$ cat config.mk
export PLATFORM = sky130hd
export DESIGN_NAME = wb_arbiter_flat
export DESIGN_NICKNAME = d
export VERILOG_FILES = /design/src/rtl/wb_pkg.sv /design/src/rtl/wb_arbiter_if.sv /design/src/rtl/wb_fifo.sv /design/src/rtl/wb_arbiter.sv /design/src/flat_wrapper.sv
export SDC_FILE = /design/constraint.sdc
export NUM_CORES = 1
export LEC_CHECK = 0
export CAP_MARGIN = 20
export CORE_ASPECT_RATIO = 1.25
export CORE_MARGIN = 2
export CORE_UTILIZATION = 25
export CTS_CLUSTER_SIZE = 28
export DETAILED_ROUTE_END_ITERATION = 10
export GPL_TIMING_DRIVEN = 0
export PLACE_DENSITY = 0.6
export SLEW_MARGIN = 20
export SYNTH_ARGS = -nofsm -noshare
export SYNTH_HDL_FRONTEND = slang
export SYNTH_SLANG_ARGS = --single-unit
export TNS_END_PERCENT = 20
$ cat constraint.sdc
create_clock -name clk -period 3.1 [get_ports clk]
set_clock_uncertainty 0.1 [all_clocks]
set_input_delay 0.31 -clock clk [delete_from_list [all_inputs] [get_ports clk]]
set_output_delay 0.31 -clock clk [all_outputs]
set_load 0.01 [all_outputs]
$ cat src/rtl/wb_pkg.sv
// Shared types and constants for the writeback arbiter slice.
package wb_pkg;

    localparam int XLEN     = 32;
    localparam int REG_AW   = 5;
    localparam int NUM_REGS = 32;

    // One queued long-latency result: destination register and data.
    typedef struct packed {
        logic [REG_AW-1:0] rd;
        logic [XLEN-1:0]   wd;
    } wb_entry_t;

    // One-hot mask of a register index, used to set/clear scoreboard bits.
    function automatic logic [NUM_REGS-1:0] reg_onehot(input logic [REG_AW-1:0] r);
        logic [NUM_REGS-1:0] m;
        m    = '0;
        m[r] = 1'b1;
        return m;
    endfunction

endpackage

$ cat src/rtl/wb_arbiter_if.sv
// Bus bundle between the pipeline/register file and wb_arbiter.
//
// Handshake: the LU result channel is valid/ready. An entry transfers on
// a cycle where lu_valid && lu_ready at the rising clock edge. While
// lu_valid is high and lu_ready is low the producer holds lu_rd/lu_wd
// stable. lu_ready never depends on lu_valid in the same cycle.
//
// dbg_busy / dbg_count expose the scoreboard and FIFO occupancy so
// checkers can observe internal state without hierarchical references.
interface wb_arbiter_if #(
    parameter int DEPTH = 4
);
    import wb_pkg::*;

    localparam int CNT_W = $clog2(DEPTH) + 1;

    logic              core_we;
    logic [REG_AW-1:0] core_rd;
    logic [XLEN-1:0]   core_wd;

    logic              lu_valid;
    logic              lu_ready;
    logic [REG_AW-1:0] lu_rd;
    logic [XLEN-1:0]   lu_wd;

    logic              issue_valid;
    logic [REG_AW-1:0] issue_rd;

    logic [REG_AW-1:0] dec_rs1;
    logic [REG_AW-1:0] dec_rs2;
    logic [REG_AW-1:0] dec_rd;
    logic              stall;
    logic              wb_hold;

    logic [REG_AW-1:0] rf_a3;
    logic [XLEN-1:0]   rf_wd3;
    logic              rf_we3;
    logic [XLEN-1:0]   rf_rd1;
    logic [XLEN-1:0]   rf_rd2;
    logic [XLEN-1:0]   op_rd1;
    logic [XLEN-1:0]   op_rd2;

    logic [NUM_REGS-1:0] dbg_busy;
    logic [CNT_W-1:0]    dbg_count;

    // Arbiter side.
    modport slave (
        input  core_we, core_rd, core_wd,
        input  lu_valid, lu_rd, lu_wd,
        output lu_ready,
        input  issue_valid, issue_rd,
        input  dec_rs1, dec_rs2, dec_rd,
        output stall, wb_hold,
        output rf_a3, rf_wd3, rf_we3,
        input  rf_rd1, rf_rd2,
        output op_rd1, op_rd2,
        output dbg_busy, dbg_count
    );

    // Pipeline / register-file side.
    modport master (
        output core_we, core_rd, core_wd,
        output lu_valid, lu_rd, lu_wd,
        input  lu_ready,
        output issue_valid, issue_rd,
        output dec_rs1, dec_rs2, dec_rd,
        input  stall, wb_hold,
        input  rf_a3, rf_wd3, rf_we3,
        output rf_rd1, rf_rd2,
        input  op_rd1, op_rd2,
        input  dbg_busy, dbg_count
    );

endinterface

$ cat src/rtl/wb_fifo.sv
// Small FIFO of queued long-latency results. DEPTH must be a power of 2
// so the read/write pointers wrap naturally. Push when full and pop when
// empty are ignored.
module wb_fifo
    import wb_pkg::*;
#(
    parameter int DEPTH = 4,
    localparam int AW   = $clog2(DEPTH),
    localparam int CW   = AW + 1
) (
    input  logic      clk,
    input  logic      rst_n,
    input  logic      push,
    input  wb_entry_t push_data,
    input  logic      pop,
    output logic      full,
    output logic      empty,
    output wb_entry_t head,
    output logic [CW-1:0] count
);

    wb_entry_t     mem [DEPTH];
    logic [AW-1:0] wr_ptr;
    logic [AW-1:0] rd_ptr;
    logic          do_push;
    logic          do_pop;

    assign full    = (count == CW'(DEPTH));
    assign empty   = (count == '0);
    assign do_push = push && !full;
    assign do_pop  = pop && !empty;
    assign head    = mem[rd_ptr];

    // Entry storage: written on accepted push, contents need no reset.
    always_ff @(posedge clk) begin
        if (do_push) begin
            mem[wr_ptr] <= push_data;
        end
    end

    // Pointers and occupancy; push and pop together leave count unchanged.
    always_ff @(posedge clk or negedge rst_n) begin
        if (!rst_n) begin
            wr_ptr <= '0;
            rd_ptr <= '0;
            count  <= '0;
        end else begin
            if (do_push) begin
                wr_ptr <= wr_ptr + AW'(1);
            end
            if (do_pop) begin
                rd_ptr <= rd_ptr + AW'(1);
            end
            case ({do_push, do_pop})
                2'b10:   count <= count + CW'(1);
                2'b01:   count <= count - CW'(1);
                default: count <= count;
            endcase
        end
    end

endmodule

$ cat src/rtl/wb_arbiter.sv
// Writeback arbiter: owns the single register-file write port. The core
// writeback has priority; queued long-latency results drain into idle
// slots. A busy scoreboard produces the decode stall, and a starvation
// counter raises wb_hold so the core yields a slot.
//
// Optional feature macro: WB_BYPASS_EN -- same-cycle write-through of
// the port write onto the decode operands. Undefined: pure pass-through.
module wb_arbiter
    import wb_pkg::*;
#(
    parameter int DEPTH      = 4,
    parameter int STARVE_MAX = 8
) (
    input  logic         clk,
    input  logic         rst_n,
    wb_arbiter_if.slave  bus
);

    localparam int CW = $clog2(DEPTH) + 1;
    localparam int SW = $clog2(STARVE_MAX + 1);

    logic              core_owns;
    logic              fifo_push;
    logic              fifo_pop;
    logic              fifo_full;
    logic              fifo_empty;
    wb_entry_t         fifo_head;
    wb_entry_t         push_entry;
    logic [CW-1:0]     fifo_count;

    logic              sel_we;
    logic [REG_AW-1:0] sel_a3;
    logic [XLEN-1:0]   sel_wd;

    logic [NUM_REGS-1:0] busy_q;
    logic [NUM_REGS-1:0] busy_d;
    logic [SW-1:0]       starve_cnt;
    logic                wb_hold_q;

    // A core write to x0 is dropped and leaves the slot free for the FIFO.
    assign core_owns  = bus.core_we && (bus.core_rd != '0);

    // lu_ready comes only from registered occupancy; x0 results are accepted
    // on the handshake but never enqueued.
    assign bus.lu_ready = !fifo_full;
    assign fifo_push    = bus.lu_valid && !fifo_full && (bus.lu_rd != '0);
    assign push_entry   = '{rd: bus.lu_rd, wd: bus.lu_wd};

    wb_fifo #(
        .DEPTH (DEPTH)
    ) u_fifo (
        .clk       (clk),
        .rst_n     (rst_n),
        .push      (fifo_push),
        .push_data (push_entry),
        .pop       (fifo_pop),
        .full      (fifo_full),
        .empty     (fifo_empty),
        .head      (fifo_head),
        .count     (fifo_count)
    );

    // Write-port select: core first, else drain FIFO head; nothing while in reset.
    always_comb begin
        sel_we   = 1'b0;
        sel_a3   = '0;
        sel_wd   = '0;
        fifo_pop = 1'b0;
        if (rst_n) begin
            if (core_owns) begin
                sel_we = 1'b1;
                sel_a3 = bus.core_rd;
                sel_wd = bus.core_wd;
            end else if (!fifo_empty) begin
                sel_we   = 1'b1;
                sel_a3   = fifo_head.rd;
                sel_wd   = fifo_head.wd;
                fifo_pop = 1'b1;
            end
        end
    end

    assign bus.rf_we3 = sel_we;
    assign bus.rf_a3  = sel_a3;
    assign bus.rf_wd3 = sel_wd;

    // Scoreboard next state: clear on drain, then set on issue so a
    // same-cycle re-issue of the drained register keeps it busy.
    always_comb begin
        busy_d = busy_q;
        if (fifo_pop) begin
            busy_d = busy_d & ~reg_onehot(fifo_head.rd);
        end
        if (bus.issue_valid && (bus.issue_rd != '0)) begin
            busy_d = busy_d | reg_onehot(bus.issue_rd);
        end
        busy_d[0] = 1'b0;
    end

    // Scoreboard register.
    always_ff @(posedge clk or negedge rst_n) begin
        if (!rst_n) begin
            busy_q <= '0;
        end else begin
            busy_q <= busy_d;
        end
    end

    assign bus.stall = busy_q[bus.dec_rs1] | busy_q[bus.dec_rs2] | busy_q[bus.dec_rd];

    // Starvation counter: counts cycles the FIFO waits behind the core, saturating.
    always_ff @(posedge clk or negedge rst_n) begin
        if (!rst_n) begin
            starve_cnt <= '0;
        end else if (fifo_empty || fifo_pop) begin
            starve_cnt <= '0;
        end else if (starve_cnt != SW'(STARVE_MAX)) begin
            starve_cnt <= starve_cnt + SW'(1);
        end
    end

    assign wb_hold_q   = (starve_cnt == SW'(STARVE_MAX));
    assign bus.wb_hold = wb_hold_q;

    // Operand path toward execute.
`ifdef WB_BYPASS_EN
    assign bus.op_rd1 = (sel_we && (sel_a3 != '0) && (sel_a3 == bus.dec_rs1)) ? sel_wd : bus.rf_rd1;
    assign bus.op_rd2 = (sel_we && (sel_a3 != '0) && (sel_a3 == bus.dec_rs2)) ? sel_wd : bus.rf_rd2;
`else
    assign bus.op_rd1 = bus.rf_rd1;
    assign bus.op_rd2 = bus.rf_rd2;
`endif

    assign bus.dbg_busy  = busy_q;
    assign bus.dbg_count = fifo_count;

    // Issuing to a busy register is only legal when that register drains this cycle.
    a_issue_not_busy: assert property (@(posedge clk) disable iff (!rst_n)
        (bus.issue_valid && (bus.issue_rd != '0)) |->
            (!busy_q[bus.issue_rd] || (fifo_pop && (fifo_head.rd == bus.issue_rd))));

    // The core must yield the port while wb_hold is raised.
    a_core_respects_hold: assert property (@(posedge clk) disable iff (!rst_n)
        wb_hold_q |-> !bus.core_we);

endmodule
$ cat src/flat_wrapper.sv
// flat-port wrapper written by rule: the top's interface ports become plain ports
module wb_arbiter_flat import wb_pkg::*;
#(
    parameter int DEPTH      = 4,
    parameter int STARVE_MAX = 8
)
  (clk, rst_n, bus_core_we, bus_core_rd, bus_core_wd, bus_lu_valid, bus_lu_rd, bus_lu_wd, bus_lu_ready, bus_issue_valid, bus_issue_rd, bus_dec_rs1, bus_dec_rs2, bus_dec_rd, bus_stall, bus_wb_hold, bus_rf_a3, bus_rf_wd3, bus_rf_we3, bus_rf_rd1, bus_rf_rd2, bus_op_rd1, bus_op_rd2, bus_dbg_busy, bus_dbg_count);
  wb_arbiter_if #(.DEPTH(DEPTH)) bus_i ();
  input  logic clk;
  input  logic rst_n;
  input wire logic [$bits(bus_i.core_we)-1:0] bus_core_we;
  input wire logic [$bits(bus_i.core_rd)-1:0] bus_core_rd;
  input wire logic [$bits(bus_i.core_wd)-1:0] bus_core_wd;
  input wire logic [$bits(bus_i.lu_valid)-1:0] bus_lu_valid;
  input wire logic [$bits(bus_i.lu_rd)-1:0] bus_lu_rd;
  input wire logic [$bits(bus_i.lu_wd)-1:0] bus_lu_wd;
  output wire logic [$bits(bus_i.lu_ready)-1:0] bus_lu_ready;
  input wire logic [$bits(bus_i.issue_valid)-1:0] bus_issue_valid;
  input wire logic [$bits(bus_i.issue_rd)-1:0] bus_issue_rd;
  input wire logic [$bits(bus_i.dec_rs1)-1:0] bus_dec_rs1;
  input wire logic [$bits(bus_i.dec_rs2)-1:0] bus_dec_rs2;
  input wire logic [$bits(bus_i.dec_rd)-1:0] bus_dec_rd;
  output wire logic [$bits(bus_i.stall)-1:0] bus_stall;
  output wire logic [$bits(bus_i.wb_hold)-1:0] bus_wb_hold;
  output wire logic [$bits(bus_i.rf_a3)-1:0] bus_rf_a3;
  output wire logic [$bits(bus_i.rf_wd3)-1:0] bus_rf_wd3;
  output wire logic [$bits(bus_i.rf_we3)-1:0] bus_rf_we3;
  input wire logic [$bits(bus_i.rf_rd1)-1:0] bus_rf_rd1;
  input wire logic [$bits(bus_i.rf_rd2)-1:0] bus_rf_rd2;
  output wire logic [$bits(bus_i.op_rd1)-1:0] bus_op_rd1;
  output wire logic [$bits(bus_i.op_rd2)-1:0] bus_op_rd2;
  output wire logic [$bits(bus_i.dbg_busy)-1:0] bus_dbg_busy;
  output wire logic [$bits(bus_i.dbg_count)-1:0] bus_dbg_count;
  assign bus_i.core_we = bus_core_we;
  assign bus_i.core_rd = bus_core_rd;
  assign bus_i.core_wd = bus_core_wd;
  assign bus_i.lu_valid = bus_lu_valid;
  assign bus_i.lu_rd = bus_lu_rd;
  assign bus_i.lu_wd = bus_lu_wd;
  assign bus_lu_ready = bus_i.lu_ready;
  assign bus_i.issue_valid = bus_issue_valid;
  assign bus_i.issue_rd = bus_issue_rd;
  assign bus_i.dec_rs1 = bus_dec_rs1;
  assign bus_i.dec_rs2 = bus_dec_rs2;
  assign bus_i.dec_rd = bus_dec_rd;
  assign bus_stall = bus_i.stall;
  assign bus_wb_hold = bus_i.wb_hold;
  assign bus_rf_a3 = bus_i.rf_a3;
  assign bus_rf_wd3 = bus_i.rf_wd3;
  assign bus_rf_we3 = bus_i.rf_we3;
  assign bus_i.rf_rd1 = bus_rf_rd1;
  assign bus_i.rf_rd2 = bus_rf_rd2;
  assign bus_op_rd1 = bus_i.op_rd1;
  assign bus_op_rd2 = bus_i.op_rd2;
  assign bus_dbg_busy = bus_i.dbg_busy;
  assign bus_dbg_count = bus_i.dbg_count;
  wb_arbiter #(.DEPTH(DEPTH), .STARVE_MAX(STARVE_MAX)) u_core (.clk(clk), .rst_n(rst_n), .bus(bus_i));
endmodule
* Word level (Yosys, flattened, before mapping)
Memories as Yosys holds them, arrays and structs flattened.
Cells that the tools add are included.
** Storage, ports and cells
- Bits in registers :: 42
- Bits in latches :: 0
- Memory bits (writable) :: 148
- Bits in read-only memories :: 0
- Bits of input ports :: 163
- Output and inout port bits :: 140
- Logic and storage cells :: 73
- Memories :: 1
** Cells by class
- Add/sub/neg operators :: 5
- Multipliers :: 0
- Divide/modulo/power cells :: 0
- $lt $le $gt $ge :: 7
- Eq/ne operators :: 5
- Shift-type cells :: 0
- Multiplexer cells :: 28
- Bitwise logic cells :: 5
- Reduce and logical (&&, ||, !) cells :: 17
** Memory list
- u_core.u_fifo.mem :: depth 4, bits a word 37, rd ports 1, clocked after memory_dff 0, wr ports 1, RTL line wb_fifo.sv:22 : wb_entry_t mem [DEPTH];
** Operator list (number)
- $mux W32 :: 5
- $and A32 B32 Y32 :: 1
- $not A32 Y32 :: 1
- $or A32 B32 Y32 :: 1
- $lt A5 B6 Y1 const B :: 5
- $bmux W1 S5 :: 3
- $mux W5 :: 3
- $reduce_bool A5 Y1 :: 3
- $mux W1 :: 12
- $demux W1 S5 :: 2
- $ge A5 B1 Y1 const B :: 2
- $logic_and A1 B1 Y1 :: 8
- $mux W4 :: 2
- $pmux W3 S2 :: 1
- $add A2 B1 Y2 const B :: 2
- $add A4 B1 Y4 const B :: 1
- $eq A4 B4 Y1 const B :: 1
- $ne A4 B4 Y1 const B :: 1
- $reduce_bool A2 Y1 :: 2
- $add A3 B1 Y3 const B :: 1
- $eq A3 B3 Y1 const B :: 1
- $logic_not A3 Y1 :: 1
- $sub A3 B1 Y3 const B :: 1
- $eq A2 B1 Y1 const B :: 1
- 4 further kinds :: 6

* Logic depth before layout (Yosys ltp)
An unclocked memory read counts as a cell.
- Depth in word-level cells :: 10
- Gate-level depth with buffers :: 11
- Mapped depth without buffers :: 11

* Modules after synthesis
From an unflattened synthesis, not the netlist that was laid out.
** Second synthesis, totals
- Cell total of the unflattened synthesis :: 593
- Area, all modules :: 9123.8 µm²
** By module, submodules not included
- wb_fifo :: instances 1, cells an instance 231, area an instance 5754.3 µm², sequential area each 4619.4 µm²
- wb_arbiter :: instances 1, cells an instance 362, area an instance 3369.5 µm², sequential area each 875.8 µm²

* Least setup slack after synthesis
OpenSTA, ideal clock, no wires.
- Path type :: in2reg
- From :: input bus_core_rd[3]
- To :: register u_core.u_fifo.count[2]
- Library setup time :: 0.079 ns
- Arrival time :: 2.431 ns
- Data required time :: 2.921 ns
- Setup slack :: 0.489 ns
- Stages on the path :: 11
- Buffers on the path :: 1
- Cell sequence :: or4_4 o21ai_4 nand2_2 clkinv_2 buf_6 ha_1 inv_1 fa_1 xor2_1 nor2_1 xor2_1
** On the way
- Longest elaborated chain between the ends :: 7
- Elaborated cells on any way between the ends :: 9
- Those cells by class :: eq/ne (2); mux (3); reduce/logical (4)
** RTL lines
- start: declaration :: RTL line flat_wrapper.sv:12 : input wire logic [$bits(bus_i.core_rd)-1:0] bus_core_rd;
- $reduce_bool A5 Y1 (*) :: RTL line wb_arbiter.sv:41 : assign core_owns = bus.core_we && (bus.core_rd != '0);
- $logic_and A1 B1 Y1 (*) :: RTL line wb_arbiter.sv:41
- $mux W1 (*) :: RTL line wb_arbiter.sv:70 : if (core_owns) begin
- $mux W1 (*) :: RTL line wb_arbiter.sv:69 : if (rst_n) begin
- $logic_and A1 B1 Y1 (*) :: RTL line wb_fifo.sv:31 : assign do_pop = pop && !empty;
- via u_core.u_fifo.do_pop :: RTL line wb_fifo.sv:26 : logic do_pop;
- $eq A2 B1 Y1 or $eq A2 B2 Y1 (tied branches) :: RTL line wb_fifo.sv:54 : case ({do_push, do_pop})
- $pmux W3 S2 or $reduce_bool A2 Y1 (tied branches)
- end signal: assignment :: RTL line wb_fifo.sv:55 : 2'b10: count <= count + CW'(1);
- end signal: assignment :: RTL line wb_fifo.sv:56 : 2'b01: count <= count - CW'(1);
- end signal: assignment :: RTL line wb_fifo.sv:57 : default: count <= count;
- end: declaration :: RTL line wb_fifo.sv:19 : output logic [CW-1:0] count
The timed path passes the listed nets; every way through them passes the cells marked *.
A chain may end at the register's enable or synchronous reset.

* Final worst setup path
- From :: input bus_core_rd[3]
- To :: output bus_rf_wd3[10]
** On the way
- Longest elaborated chain between the ends :: 4
** RTL lines
- $reduce_bool A5 Y1 :: RTL line wb_arbiter.sv:41
- $logic_and A1 B1 Y1 :: RTL line wb_arbiter.sv:41
- $mux W32 :: RTL line wb_arbiter.sv:70
- $mux W32 :: RTL line wb_arbiter.sv:69
- end: declaration :: RTL line flat_wrapper.sv:26 : output wire logic [$bits(bus_i.rf_wd3)-1:0] bus_rf_wd3;
No other way between the ends.

==> results.sh <==
export IMPL_crit_path_start_kind="primary input"
export IMPL_synth_net_count=757
export IMPL_synth_seq_cells=190
export IMPL_antenna_found_initial=6
export IMPL_ios=303
export IMPL_wirelength_um=28260
export IMPL_dp_hpwl_um=21790
export IMPL_coreArea_sq_mm=0.03545
export IMPL_violations="setup timing"
export IMPL_regArea_sq_mm=0.005495
export IMPL_rsz0062_at_grt="true"
export IMPL_fin_ws_ns=-0.03655
export IMPL_synth_seq_area_share=0.6091
export IMPL_chipWidth_um=173.9
export IMPL_first_pass_iters=5
export IMPL_synth_async_reset_ratio=0.2211
export IMPL_timing_rr_start="u_core.u_fifo.count[0]"
export IMPL_place_congestion=0.8658
export IMPL_synth_top_cell_area_share=0.4926
export IMPL_timing_rr_end="u_core.u_fifo.count[2]"
export IMPL_dieArea_sq_mm=0.03763
export IMPL_wl_per_cell_um=21.12
export IMPL_tightest_slew_ns=0.6338
export IMPL_yosysWarnings=0
export IMPL_rrSetupSlack_ns=0.51
export IMPL_crit_path_max_fanout=10
export IMPL_grt_ovfl_total=0
export IMPL_holdCritPathClass="primary input to async pin"
export IMPL_yosysTopAreaCell="edfxtp_1"
export IMPL_viasPerCell=4.655
export IMPL_ant_nets=0
export IMPL_syn2layout_area_growth_pct=41.51
export IMPL_period_needed_ns=3.137
export IMPL_n_antenna_cell=0
export IMPL_cts_sinks=190
export IMPL_grtUsageTotal=0.1489
export IMPL_final_hold_viol_count=0
export IMPL_sequentialPowerShare=0.398
export IMPL_final_layout_size_suffix_gt1_frac=0.2361
export IMPL_cap_violations=0
export IMPL_grt_start_max_net_pins=30
export IMPL_finalNonFillerCells=1338
export IMPL_timing_fmax_mhz=318.8
export IMPL_power_frac_comb=0.384
export IMPL_grt_pass1_vias=6380
export IMPL_switching_power_mw=3.334
export IMPL_p_leak_nw=4.745
export IMPL_r2r_cells=11
export IMPL_insertion_delay_ns=0.43
export IMPL_cts_buffer_depth=2
export IMPL_utilization=0.3601
export IMPL_drc=0
export IMPL_synth_cell_types=50
export IMPL_crit_type="primary input to primary output"
export IMPL_pre_cts_ws_ns=-0.4502
export IMPL_internal_power_mw=6.476
export IMPL_finalCritPeriodShare=1.012
export IMPL_setup_viol=2
export IMPL_numPortBuffers=233
export IMPL_tritoncts="yes"
export IMPL_synth_area_top_cells="edfxtp_1 49%, mux4_2 12%, dfrtp_1 12%"
export IMPL_p_sw_frac=0.3398
export IMPL_cts_root_buf="clkbuf_16"
export IMPL_power_density_mw_per_mm2=768.4
export IMPL_required_ns=2.69
export IMPL_htreeDepth=4
export IMPL_numCtsBuffers=17
export IMPL_ir_worst_vdd_uv=376.5
export IMPL_path_clk_slew_ns=0.07
export IMPL_crit_arrival_ns=2.73
export IMPL_vias=6228
export IMPL_synth_cells=586
export IMPL_synth_area_sq_mm=0.009022
export IMPL_p_clk_frac=0.218
export IMPL_avgSynthCellArea_sq_um=15.40
export IMPL_grt_pass1_wl_um=41440
export IMPL_fin_nets=1022
export IMPL_synth_edf_count=148
export IMPL_worst_hold_slack_ns=0.4112
export IMPL_fp_row_count=77
export IMPL_synth_ff_type="edfxtp_1"
export IMPL_drt_iter0_drc=356
export IMPL_slew_viol_final=0
export IMPL_die_height_um=216.4
export IMPL_placedCellCount=1298
export IMPL_n_fill_cell=3444
export IMPL_slew_limit_headroom=0.5761
export IMPL_status="finished with violations"
export IMPL_initial_core_util=0.2545
export IMPL_endpoint_kind="primary output"
export IMPL_multi_input_area_sq_mm=0.002882
## Yosys cell counts, drive strengths merged, types with 10 or more instances
master	count
a22o	35
buf	80
edfxtp	148
dfrtp	42
nor2	14
mux2i	10
mux2	11
nand3	10
o21ai	65
mux4	50
nand2	14
inv	15
## registers in the layout (all words and copies together) (netlist names)
signal,flops
u_core.u_fifo.mem,148
u_core.bus.dbg_busy,31
u_core.starve_cnt,4
u_core.u_fifo.count,3
u_core.u_fifo.rd_ptr,2
u_core.u_fifo.wr_ptr,2
## layer usage
metal  wire [um]  global-route usage  vias up
li1            -                   -     2772
met1       10170              0.1579     3090
met2       14940              0.2768      323
met3        2714             0.05702       31
met4         357             0.03557       12
met5          79                   0        -
## logic make-up after synthesis
logic type | share of synthesized area
flip-flops | 0.6091
XOR/XNOR | 0.008737
other | 0.0004156
buffers and inverters | 0.07447
AND/OR/NAND/NOR | 0.05533
AO/OA/AOI/OAI | 0.08959
adder cells (fa/ha/maj) | 0.01193
multiplexers | 0.1505
## worst max-delay path: stages
cell,delay [ns]
clkdlybuf4s50_1,0.46
or4_4,0.57
o21ai_4,0.26
buf_6,0.15
nor2_4,0.08
buf_6,0.17
a22o_1,0.23
clkdlybuf4s50_1,0.48
## cells in the final DEF, fill, tap and decap left out, types with 13 or more instances in the layout
master           Yosys  final
dlygate4sd2_1        0     26
dfrtp_1             42     42
inv_1               15     15
nand2_1             13     13
o21ai_0             58     57
a22o_1              35     35
mux4_2              48     48
nor2_1              13     13
buf_4               65     72
clkbuf_16            0     17
edfxtp_1           148    148
clkdlybuf4s50_1      0    197
## worst max path at each step
stage	startpoint	to	slack, ns	depth (start not counted)
after floorplan	bus_core_rd[3]	u_core.u_fifo.count[2]	0.49	11
after global placement	rst_n	u_core.u_fifo.count[2]	-1.81	12
after detailed placement	bus_core_rd[3]	u_core.u_fifo.count[2]	-0.45	12
after CTS	bus_core_rd[3]	bus_rf_wd3[10]	-0.11	8
after global routing	bus_core_rd[3]	bus_rf_wd3[5]	-0.07	8
final	bus_core_rd[3]	bus_rf_wd3[10]	-0.04	8
## power by group through the flow
stage / Clock, mW / Sequential, mW / Combinational [mW]
final: 2.13 / 3.91 / 3.77
after global routing: 2.28 / 3.98 / 4.09
after CTS: 2.19 / 3.91 / 3.86
after detailed placement: 0 / 3.96 / 3.87
after global placement: 0 / 3.97 / 3.78
after floorplan: 0 / 3.89 / 2.06
## per-stage QoR
stage	TNS [ns]	total power, mW	cell area [sq um]
final	-0.06902	9.810	12770
after detailed placement	-10.96	7.827	12050
after CTS	-1.085	9.953	12730
after global routing	-0.1390	10.35	12770
after global placement	-186.36	7.743	11950
after floorplan	0	5.950	9022
## area by class of cell
cell class	instances	area share
tap	474	0.04645
sequential	190	0.4304
clock buffer	17	0.03332
buffer	86	0.05076
timing repair buffer	246	0.1957
inverter	16	0.005684
multi-input combinational	294	0.2257
clock inverter	15	0.01196
## timing repair
action / in CTS / in global routing
buffers inserted: 5 / 0
hold endpoints to repair: 13 / 0
pin swaps: 2 / 2
gates resized for setup: 45 / 14
endpoints found under the setup margin: 38 / 14
cloned: 0 / 0
hold buffers: 3 / 0
Note: power is estimated with default switching activity, not from simulation.
